==> config.mk <==
export PLATFORM = sky130hd
export DESIGN_NAME = cpu_lsu
export DESIGN_NICKNAME = d
export VERILOG_FILES = /design/src/rtl/cpu_lsu_pkg.sv /design/src/rtl/cpu_lsu_lane.sv /design/src/rtl/cpu_lsu.sv
export SDC_FILE = /design/constraint.sdc
export NUM_CORES = 1
export LEC_CHECK = 0
export CAP_MARGIN = 20
export CORE_MARGIN = 2
export CORE_UTILIZATION = 33
export DETAILED_ROUTE_END_ITERATION = 7
export SETUP_SLACK_MARGIN = 0.2
export SYNTH_ARGS = -nofsm -noshare
export SYNTH_HDL_FRONTEND = slang
export SYNTH_SLANG_ARGS = --single-unit
==> constraint.sdc <==
create_clock -name clk -period 4.7 [get_ports clk]
set_input_delay 1.175 -clock clk [delete_from_list [all_inputs] [get_ports clk]]
set_output_delay 1.175 -clock clk [all_outputs]
set_load 0.05 [all_outputs]
==> src/rtl/cpu_lsu_pkg.sv <==
// Shared types for the load/store unit: opcodes, FSM states, access sizes,
// the decoded-opcode record and small decode helpers.
package cpu_lsu_pkg;

    localparam int unsigned LSU_DATA_W = 32;
    localparam int unsigned LSU_LANES  = 4;

    typedef enum logic [3:0] {
        OP_NOP = 4'd0,
        OP_ADD = 4'd1,
        OP_SUB = 4'd2,
        OP_AND = 4'd3,
        OP_OR  = 4'd4,
        OP_LB  = 4'd5,
        OP_LBU = 4'd6,
        OP_LH  = 4'd7,
        OP_LHU = 4'd8,
        OP_LW  = 4'd9,
        OP_SB  = 4'd10,
        OP_SH  = 4'd11,
        OP_SW  = 4'd12
    } opcode_t;

    typedef enum logic [1:0] {
        LSU_IDLE   = 2'd0,
        LSU_ACCESS = 2'd1,
        LSU_DONE   = 2'd2
    } lsu_state_t;

    typedef enum logic [1:0] {
        SZ_BYTE = 2'd0,
        SZ_HALF = 2'd1,
        SZ_WORD = 2'd2
    } lsu_size_t;

    // Decoded view of an opcode as seen by the LSU.
    typedef struct packed {
        logic      is_load;
        logic      is_store;
        logic      is_unsigned;
        lsu_size_t size;
    } lsu_op_info_t;

    // Map an opcode to load/store kind, size and extension; non-memory ops decode to all-zero.
    function automatic lsu_op_info_t decode_op(input opcode_t op);
        lsu_op_info_t info;
        info = '0;
        case (op)
            OP_LB:  begin info.is_load = 1'b1; info.size = SZ_BYTE; end
            OP_LBU: begin info.is_load = 1'b1; info.size = SZ_BYTE; info.is_unsigned = 1'b1; end
            OP_LH:  begin info.is_load = 1'b1; info.size = SZ_HALF; end
            OP_LHU: begin info.is_load = 1'b1; info.size = SZ_HALF; info.is_unsigned = 1'b1; end
            OP_LW:  begin info.is_load = 1'b1; info.size = SZ_WORD; end
            OP_SB:  begin info.is_store = 1'b1; info.size = SZ_BYTE; end
            OP_SH:  begin info.is_store = 1'b1; info.size = SZ_HALF; end
            OP_SW:  begin info.is_store = 1'b1; info.size = SZ_WORD; end
            default: info = '0;
        endcase
        return info;
    endfunction

    // True when the byte offset is not a multiple of the access size.
    function automatic logic is_misaligned(input lsu_size_t size, input logic [1:0] offset);
        logic mis;
        case (size)
            SZ_HALF: mis = offset[0];
            SZ_WORD: mis = |offset;
            default: mis = 1'b0;
        endcase
        return mis;
    endfunction

endpackage

==> src/rtl/cpu_lsu_lane.sv <==
// Byte-lane steering for the LSU (purely combinational).
//   i_size, i_unsigned, i_offset : access shape
//   i_store_data                 : register value to store (datum in low bits)
//   i_readdata                   : raw bus read word
//   o_byteenable_c               : active lanes for the access
//   o_writedata_c                : store datum replicated onto its lanes
//   o_load_data_c                : selected lane(s), sign/zero-extended
// Half accesses ignore offset[0]; word accesses ignore the offset entirely.
module cpu_lsu_lane
    import cpu_lsu_pkg::*;
(
    input  lsu_size_t                i_size,
    input  logic                     i_unsigned,
    input  logic [1:0]               i_offset,
    input  logic [LSU_DATA_W-1:0]    i_store_data,
    input  logic [LSU_DATA_W-1:0]    i_readdata,
    output logic [LSU_LANES-1:0]     o_byteenable_c,
    output logic [LSU_DATA_W-1:0]    o_writedata_c,
    output logic [LSU_DATA_W-1:0]    o_load_data_c
);

    logic [7:0]  w_byte;
    logic [15:0] w_half;

    // Lane selection for loads.
    assign w_byte = i_readdata[{i_offset, 3'b000} +: 8];
    assign w_half = i_offset[1] ? i_readdata[31:16] : i_readdata[15:0];

    always_comb begin
        o_byteenable_c = '0;
        o_writedata_c  = '0;
        o_load_data_c  = '0;
        case (i_size)
            SZ_BYTE: begin
                o_byteenable_c = 4'b0001 << i_offset;
                o_writedata_c  = {4{i_store_data[7:0]}};
                o_load_data_c  = i_unsigned ? {24'b0, w_byte} : {{24{w_byte[7]}}, w_byte};
            end
            SZ_HALF: begin
                o_byteenable_c = i_offset[1] ? 4'b1100 : 4'b0011;
                o_writedata_c  = {2{i_store_data[15:0]}};
                o_load_data_c  = i_unsigned ? {16'b0, w_half} : {{16{w_half[15]}}, w_half};
            end
            SZ_WORD: begin
                o_byteenable_c = 4'b1111;
                o_writedata_c  = i_store_data;
                o_load_data_c  = i_readdata;
            end
            default: begin
                o_byteenable_c = '0;
                o_writedata_c  = '0;
                o_load_data_c  = '0;
            end
        endcase
    end

endmodule

==> src/rtl/cpu_lsu.sv <==
// Load/store unit: runs one Avalon-style read or write per request and
// returns an aligned, extended load value for write-back.
//   clk, reset_i            : clock, async active-high reset
//   start_i, opcode_i       : request strobe (sampled in IDLE) and operation
//   address_i, store_data_i : effective address, register value to store
//   busy_o, done_o          : not-idle flag, one-cycle completion pulse
//   load_data_o             : extended load result, held until the next load
//   avm_*                   : Avalon-MM master (address, read, write,
//                             writedata, byteenable, waitrequest, readdata)
//   addr_error_o            : misaligned access flag (only with CPU_LSU_ADDR_ERROR_EN)
// Optional build macro: CPU_LSU_ADDR_ERROR_EN -- misaligned half/word accesses
// complete immediately with addr_error_o instead of running a bus cycle.
module cpu_lsu
    import cpu_lsu_pkg::*;
#(
    parameter int unsigned ADDR_W = 32,
    parameter int unsigned DATA_W = 32
)
(
    input  logic                clk,
    input  logic                reset_i,
    input  logic                start_i,
    input  opcode_t             opcode_i,
    input  logic [ADDR_W-1:0]   address_i,
    input  logic [DATA_W-1:0]   store_data_i,
    output logic                busy_o,
    output logic                done_o,
`ifdef CPU_LSU_ADDR_ERROR_EN
    output logic                addr_error_o,
`endif
    output logic [DATA_W-1:0]   load_data_o,
    output logic [ADDR_W-1:0]   avm_address_o,
    output logic                avm_read_o,
    output logic                avm_write_o,
    output logic [DATA_W-1:0]   avm_writedata_o,
    output logic [3:0]          avm_byteenable_o,
    input  logic                avm_waitrequest_i,
    input  logic [DATA_W-1:0]   avm_readdata_i
);

    lsu_state_t          r_state,     w_state_next;
    logic                r_read,      w_read_next;
    logic                r_write,     w_write_next;
    logic                r_done,      w_done_next;
    logic                r_busy,      w_busy_next;
    logic [ADDR_W-1:0]   r_addr,      w_addr_next;
    logic [3:0]          r_be,        w_be_next;
    logic [DATA_W-1:0]   r_wdata,     w_wdata_next;
    logic [DATA_W-1:0]   r_load_data, w_load_next;
    lsu_size_t           r_size,      w_size_next;
    logic                r_unsigned,  w_unsigned_next;
    logic                r_is_load,   w_is_load_next;
    logic [1:0]          r_off,       w_off_next;
`ifdef CPU_LSU_ADDR_ERROR_EN
    logic                r_addr_err,  w_addr_err_next;
`endif

    lsu_op_info_t        w_in_info;
    logic                w_misaligned;
    lsu_size_t           w_lane_size;
    logic                w_lane_unsigned;
    logic [1:0]          w_lane_off;
    logic [3:0]          w_lane_be;
    logic [DATA_W-1:0]   w_lane_wdata;
    logic [DATA_W-1:0]   w_lane_load;

    assign w_in_info = decode_op(opcode_i);

`ifdef CPU_LSU_ADDR_ERROR_EN
    assign w_misaligned = is_misaligned(w_in_info.size, address_i[1:0]);
`else
    assign w_misaligned = 1'b0;
`endif

    // In IDLE the lane logic shapes the incoming request; afterwards it
    // extracts read data using the latched access shape.
    assign w_lane_size     = (r_state == LSU_IDLE) ? w_in_info.size        : r_size;
    assign w_lane_unsigned = (r_state == LSU_IDLE) ? w_in_info.is_unsigned : r_unsigned;
    assign w_lane_off      = (r_state == LSU_IDLE) ? address_i[1:0]        : r_off;

    cpu_lsu_lane u_lane (
        .i_size         (w_lane_size),
        .i_unsigned     (w_lane_unsigned),
        .i_offset       (w_lane_off),
        .i_store_data   (store_data_i),
        .i_readdata     (avm_readdata_i),
        .o_byteenable_c (w_lane_be),
        .o_writedata_c  (w_lane_wdata),
        .o_load_data_c  (w_lane_load)
    );

    // Next-state and next-output logic; every register holds unless changed.
    always_comb begin
        w_state_next    = r_state;
        w_read_next     = r_read;
        w_write_next    = r_write;
        w_done_next     = 1'b0;
        w_busy_next     = r_busy;
        w_addr_next     = r_addr;
        w_be_next       = r_be;
        w_wdata_next    = r_wdata;
        w_load_next     = r_load_data;
        w_size_next     = r_size;
        w_unsigned_next = r_unsigned;
        w_is_load_next  = r_is_load;
        w_off_next      = r_off;
`ifdef CPU_LSU_ADDR_ERROR_EN
        w_addr_err_next = 1'b0;
`endif
        case (r_state)
            LSU_IDLE: begin
                if (start_i && (w_in_info.is_load || w_in_info.is_store)) begin
                    w_size_next     = w_in_info.size;
                    w_unsigned_next = w_in_info.is_unsigned;
                    w_is_load_next  = w_in_info.is_load;
                    w_off_next      = address_i[1:0];
                    w_busy_next     = 1'b1;
                    if (w_misaligned) begin
                        // Faulting access: complete without touching the bus.
                        w_state_next = LSU_DONE;
                        w_done_next  = 1'b1;
`ifdef CPU_LSU_ADDR_ERROR_EN
                        w_addr_err_next = 1'b1;
`endif
                    end else begin
                        w_state_next = LSU_ACCESS;
                        w_addr_next  = {address_i[ADDR_W-1:2], 2'b00};
                        w_be_next    = w_lane_be;
                        w_wdata_next = w_lane_wdata;
                        w_read_next  = w_in_info.is_load;
                        w_write_next = w_in_info.is_store;
                    end
                end
            end
            LSU_ACCESS: begin
                if (!avm_waitrequest_i) begin
                    w_read_next  = 1'b0;
                    w_write_next = 1'b0;
                    w_state_next = LSU_DONE;
                    w_done_next  = 1'b1;
                    if (r_is_load) begin
                        w_load_next = w_lane_load;
                    end
                end
            end
            LSU_DONE: begin
                w_state_next = LSU_IDLE;
                w_busy_next  = 1'b0;
            end
            default: begin
                w_state_next = LSU_IDLE;
                w_busy_next  = 1'b0;
                w_read_next  = 1'b0;
                w_write_next = 1'b0;
            end
        endcase
    end

    // State and output registers.
    always_ff @(posedge clk or posedge reset_i) begin
        if (reset_i) begin
            r_state     <= LSU_IDLE;
            r_read      <= 1'b0;
            r_write     <= 1'b0;
            r_done      <= 1'b0;
            r_busy      <= 1'b0;
            r_addr      <= '0;
            r_be        <= '0;
            r_wdata     <= '0;
            r_load_data <= '0;
            r_size      <= SZ_BYTE;
            r_unsigned  <= 1'b0;
            r_is_load   <= 1'b0;
            r_off       <= '0;
`ifdef CPU_LSU_ADDR_ERROR_EN
            r_addr_err  <= 1'b0;
`endif
        end else begin
            r_state     <= w_state_next;
            r_read      <= w_read_next;
            r_write     <= w_write_next;
            r_done      <= w_done_next;
            r_busy      <= w_busy_next;
            r_addr      <= w_addr_next;
            r_be        <= w_be_next;
            r_wdata     <= w_wdata_next;
            r_load_data <= w_load_next;
            r_size      <= w_size_next;
            r_unsigned  <= w_unsigned_next;
            r_is_load   <= w_is_load_next;
            r_off       <= w_off_next;
`ifdef CPU_LSU_ADDR_ERROR_EN
            r_addr_err  <= w_addr_err_next;
`endif
        end
    end

    assign busy_o           = r_busy;
    assign done_o           = r_done;
    assign load_data_o      = r_load_data;
    assign avm_address_o    = r_addr;
    assign avm_read_o       = r_read;
    assign avm_write_o      = r_write;
    assign avm_writedata_o  = r_wdata;
    assign avm_byteenable_o = r_be;
`ifdef CPU_LSU_ADDR_ERROR_EN
    assign addr_error_o     = r_addr_err;
`endif

endmodule

======== Word level (Yosys, flattened, before mapping) ========
Index checks and enable logic that the tools add are counted.
word-level totals
  output and inout bits ................... 104
  word-level logic and storage cells ...... 72
  bits of input ports ..................... 104
  bits in registers ....................... 110
operators by class
  shift-type cells ........................ 2
  reduce and logical (&&, ||, !) cells .... 14
  equality and inequality tests ........... 14
  multiplexer cells ....................... 26
  bitwise logic cells ..................... 3
operator list
  operator                                                                 number
  32-bit one-hot mux with 3 select lines                                   2
  32-bit 2-to-1 mux                                                        2
  32-bit by 6-bit variable part select with 8-bit output                   1
  4-bit equality test, second input constant                               5
  16-bit 2-to-1 mux                                                        1
  4-bit by 3-bit equality test with 1-bit output, second input constant    3
  4-bit one-hot mux with 3 select lines                                    1
  1-bit 2-to-1 mux                                                         10
  2-bit 2-to-1 mux                                                         4
  2-bit one-hot mux with 2 select lines                                    2
  1-bit one-hot mux with 3 select lines                                    2
  2-bit AND reduction                                                      3
  3-bit AND reduction                                                      2
  3-bit OR reduction                                                       2
  5-bit OR reduction                                                       1
  2-bit by 1-bit equality test with 1-bit output, second input constant    2
  2-bit equality test, second input constant                               2
  2-bit logical NOT                                                        2
  4-bit 2-to-1 mux                                                         1
  2-bit OR reduction                                                       2
  1-bit by 2-bit left shift with 4-bit output, first input constant        1
  1-bit NOT                                                                3
  2-bit by 1-bit inequality test with 1-bit output, second input constant  1
  2-bit inequality test, second input constant                             1
  3 further kinds                                                          3

======== Depth between registers and ports, before layout ========
  depth after elaboration ................. 7
  depth in mapped cells ................... 10
  gate-level depth less buffers ........... 6

======== Cells and area by module ========
A second synthesis with hierarchy kept.
unflattened totals
  cell total of the unflattened synthesis .. 474
  area, all modules ....................... 5,819.3 um2
by module, submodules not included
  module        times used  cells each  seq. area each (um2)  area each (um2)
  cpu_lsu       1           290         2,752.6               4,668.2
  cpu_lsu_lane  1           184         0.0                   1,151.1

======== Least setup slack after synthesis ========
Ideal clock, no wire load.
  path kind ............................... input to register
  start ................................... in address_i[1]
  end ..................................... reg r_load_data[16], in the netlist load_data_o[16]
  path buffers ............................ 1
  slack ................................... 1.760 ns
  library setup time ...................... 0.127 ns
  required time ........................... 4.573 ns
  stages .................................. 7
  arrival ................................. 2.813 ns
  cells stage by stage .................... or3b_4 -> nand2_2 -> mux2_4 -> o21ai_2 -> a21oi_4 -> buf_6 -> a221o_2
between the ends
  word-level cells in the longest chain between the ends .. 4
  elaborated cells on any way between the ends .. 6
  classes of those cells .................. 1 x shift; 5 x mux
ends and longest elaborated chain
  element                                                                                      RTL line                                text
  from (decl)                                                                                  cpu_lsu.sv:24                           input logic [ADDR_W-1:0] address_i,
  2-bit 2-to-1 mux *                                                                           cpu_lsu.sv:79                           assign w_lane_off = (r_state == LSU_IDLE) ? address_i[1:0] : r_off;
  32-bit by 6-bit variable part select with 8-bit output or 16-bit 2-to-1 mux (tied branches)  cpu_lsu_lane.sv:26, cpu_lsu_lane.sv:27
  32-bit 2-to-1 mux, on equally long branches                                                  cpu_lsu_lane.sv:37, cpu_lsu_lane.sv:42
  32-bit one-hot mux with 3 select lines *                                                     cpu_lsu_lane.sv:33                      case (i_size)
  to (signal assigned)                                                                         cpu_lsu.sv:187                          r_load_data <= w_load_next;
  to (decl)                                                                                    cpu_lsu.sv:49                           logic [DATA_W-1:0] r_load_data, w_load_next;
Mark *: on every way between the ends. The rest lies on a longest branch, timed or not.
A chain may end at the register's enable or synchronous reset.

======== Worst setup path in the final report ========
  start ................................... in opcode_i[2]
  end ..................................... reg r_wdata[6], in the netlist avm_writedata_o[6]
between the ends
  word-level cells in the longest chain between the ends .. 6
  elaborated cells on any way between the ends .. 23
  classes of those cells .................. 10 x eq/ne; 5 x mux; 8 x reduce/logical
ends and longest elaborated chain
  element                                                                                RTL line                       text
  from (decl)                                                                            cpu_lsu.sv:23                  input opcode_t opcode_i,
  4-bit equality test or 4-bit by 3-bit equality test with 1-bit output (tied branches)  cpu_lsu_pkg.sv:48              case (op)
  3-bit OR reduction (no source line) (tied with other cells)                            --
  2-bit one-hot mux with 2 select lines or 1-bit 2-to-1 mux (tied branches)              cpu_lsu_pkg.sv:48
  2-bit 2-to-1 mux or 1-bit logical OR (tied branches)                                   cpu_lsu.sv:77, cpu_lsu.sv:112
  2-bit equality test (tied with other cells)                                            cpu_lsu_lane.sv:33
  32-bit one-hot mux with 3 select lines or 2-bit AND reduction (tied branches)          --
  to (signal assigned)                                                                   cpu_lsu.sv:186                 r_wdata <= w_wdata_next;
  to (decl)                                                                              cpu_lsu.sv:48                  logic [DATA_W-1:0] r_wdata, w_wdata_next;
Several ways; a longest one is shown, not always the timed one.

==> results.json <==
{
  "vias": 5004,
  "drtIter0Drc": 467,
  "cts.htree.levels": 3,
  "crit_slowest_cell": "clkdlybuf4s50_1",
  "cts_tree": "built",
  "initial_core_util_pct": 33.7,
  "fin_nets": 836,
  "cp-end-kind": "flop",
  "clkTransAtPathRegs_ns": 0.08,
  "final_common_cell": "clkdlybuf4s50_1",
  "dpl-instance-area_mm2": 0.00749,
  "ys_seq_elements": 110,
  "core_mm2": 0.0158,
  "rsz0062_at_grt": "no",
  "hold_buffers": 0,
  "power.density_mw_per_mm2": 640,
  "syn_inst": 552,
  "fin_setup_tns_ns": 0,
  "setup_violations": 0,
  "start_kind": "primary input",
  "seq_area_mm2": 0.00275,
  "dp_hpwl_um": 12700,
  "num_io_pins": 208,
  "max_cap_viol_count": 0,
  "pre_cts_ws_ns": 0.924,
  "slew_headroom_pct": 32.8,
  "antenna_found_initial": 0,
  "stdcell_count": 953,
  "cts-root-buf": "clkbuf_16",
  "design_area_mm2": 0.00779,
  "rows": 46,
  "synthFlopType": "dfrtp_1",
  "finalHoldViolCount": 0,
  "synth_edf_count": 0,
  "synthArstFlopShare_pct": 100,
  "max_freq_mhz": 291,
  "power.total_mw": 4.98,
  "diodes": 0,
  "worstSetupPathType": "in2reg",
  "crit_required_ns": 4.96,
  "die_h_um": 131,
  "fillers": 1456,
  "fp.dieW_um": 131,
  "path_common_cell": "nand2_1",
  "drc": 0,
  "portBuffers": 205,
  "crit_family": "buffers and inverters",
  "cp_max_fo": 53,
  "fin_skew_ns": 0.0160,
  "grt_pass1_wl_um": 27800,
  "arrival_ns": 3.69,
  "grt_pass1_vias": 5002,
  "finalCriticalPeriod_ns": 3.44,
  "clock_path_buffers": 2,
  "overflow": 0,
  "cts_buffers": 9,
  "drv_slew": 0,
  "finalWeightedCongestion": 0.904,
  "p_leak_nw": 3.34,
  "avgSynthCellArea_um2": 9.68,
  "drt_wl_total_um": 17500,
  "ir_drop_mv": 0.424,
  "worst_slew_pin_slew_ns": 1.01,
  "multiInputGateArea_mm2": 0.00233,
  "cp_num_buf_inv": 2,
  "antenna_left": 0,
  "final_layout_size_suffix_gt1_share_pct": 8.68,
  "outcome": "complete, no violations",
  "clk_latency_ns": 0.37,
  "worst_slack_ns": 1.26,
  "layout_common_cells": "clkdlybuf4s50_1, nand2_1, dfrtp_1, nor2_1",
  "dr.pass1.iters": 5,
  "cts.repair.resized": 0,
  "worstPathCellList": "clkdlybuf4s50_1 -> nor2b_1 -> o21ai_0 -> a21oi_1 -> nand2b_2 -> buf_4 -> nand2_1 -> nand2_1",
  "viasPerCell": 5.25,
  "ys_seq_area_share_pct": 51.5,
  "fp.dieArea_mm2": 0.0172,
  "track_usage_pct": 20.3,
  "cts_setup_buffers": 0,
  "place_inst": 937,
  "syn_area_mm2": 0.00534,
  "yosysUniqueCellTypes": 58,
  "hp-class": "reg2reg",
  "cts.sinks": 110,
  "area_growth_pct": 45.8,
  "grt_max_degree": 76,
  "yosysWarningCount": 0,
  "finalCritPeriodShare_pct": 73.1,
  "cpPeakStageDelay_ns": 0.62,
  "wl_per_cell_um": 18.4
}
==> final timing paths <==
check                      slack (ns)            endpoint  depth (start not counted)                from
max reg2reg                      2.13     load_data_o[15]                          6          r_state[0]
max                              1.26  avm_writedata_o[6]                          8         opcode_i[2]
min in group asynchronous        1.38   avm_address_o[20]                          2             reset_i
min reg2reg                      0.48  avm_writedata_o[1]                          2  avm_writedata_o[1]
max in group asynchronous        2.48     load_data_o[24]                          3             reset_i
min                              0.48  avm_writedata_o[1]                          2  avm_writedata_o[1]
==> flip-flops by register name, summed over array words and instances, names as in the netlist <==
register	flops
avm_writedata_o	32
load_data_o	32
avm_address_o	30
avm_byteenable_o	4
r_off	2
r_size	2
r_state	2
avm_read_o	1
avm_write_o	1
busy_o	1
done_o	1
r_is_load	1
r_unsigned	1
==> cell families (layout without fill, tap and decap cells) <==
kind of cell	Yosys count	count (layout)	synth area share [%]
compound gates	137	137	20.4
mux	14	14	2.79
flops	110	110	51.5
simple gates	238	238	19.3
xor+xnor	3	3	0.843
buf+inv	49	233	5.13
other cells	1	2	0.0702
==> cell type report <==
class | instances | area share, %
inverters | 5 | 0.273
multi-input cells | 394 | 29.9
well taps | 216 | 3.47
clock inverters | 7 | 0.948
flip-flops and latches | 110 | 35.3
clock buffers | 9 | 2.89
repair buffers | 212 | 27.2
==> worst reg2reg max path, stage by stage (launching register included) <==
cell and delay [ns]:
dfrtp_1 0.57, or3b_4 0.50, nand2_2 0.27, mux2_4 0.37
o221ai_2 0.44, a21oi_1 0.14, a21o_1 0.17
==> Yosys cell counts, drive strengths merged, types with 2 or more instances <==
cell | number | area [um^2]
nand2 | 163 | 614
dfrtp | 110 | 2750
nor2 | 37 | 170
buf | 31 | 206
o21ai | 22 | 121
a221o | 17 | 189
a31oi | 17 | 106
nand3 | 17 | 85.1
a21oi | 14 | 81.3
a22oi | 14 | 105
clkbuf | 13 | 48.8
a221oi | 10 | 87.6
mux2i | 10 | 100
o221ai | 8 | 76.3
a222oi | 7 | 70.1
o2bb2ai | 7 | 61.3
a21o | 6 | 45.0
inv | 5 | 18.8
mux2 | 4 | 48.8
nor2b | 4 | 25.0
nand2b | 3 | 18.8
o22a | 3 | 26.3
a32oi | 2 | 17.5
and2 | 2 | 17.5
nor3 | 2 | 10.0
nor3b | 2 | 15.0
o211ai | 2 | 20.0
o41ai | 2 | 17.5
or3b | 2 | 20.0
xnor2 | 2 | 36.3
==> routing by layer <==
metal  vias to the layer above  track usage [%]  wire, um
met5                         -                0         0
met4                         0             6.70       347
met3                        23             6.13      1590
met2                       227             30.9      7770
met1                      2424             27.7      7780
li1                       2330                -         -
==> power by group <==
part           switching, mW  internal (mW)  leakage [nW]  total (mW)
logic                   1.75          0.939          1.84        2.69
registers              0.227           1.28          1.35        1.51
clock network          0.405          0.380         0.148       0.785
total                   2.38           2.60          3.34        4.98
==> metrics by stage <==
stage	hold slack [ns]	utilization, %
final	0.483	49.2
after global routing	0.500	49.2
after CTS	0.489	49.2
after detailed placement	0.468	47.3
after global placement	0.459	47.3
after floorplan	0.443	-
Note: power is estimated with default switching activity, not from simulation.
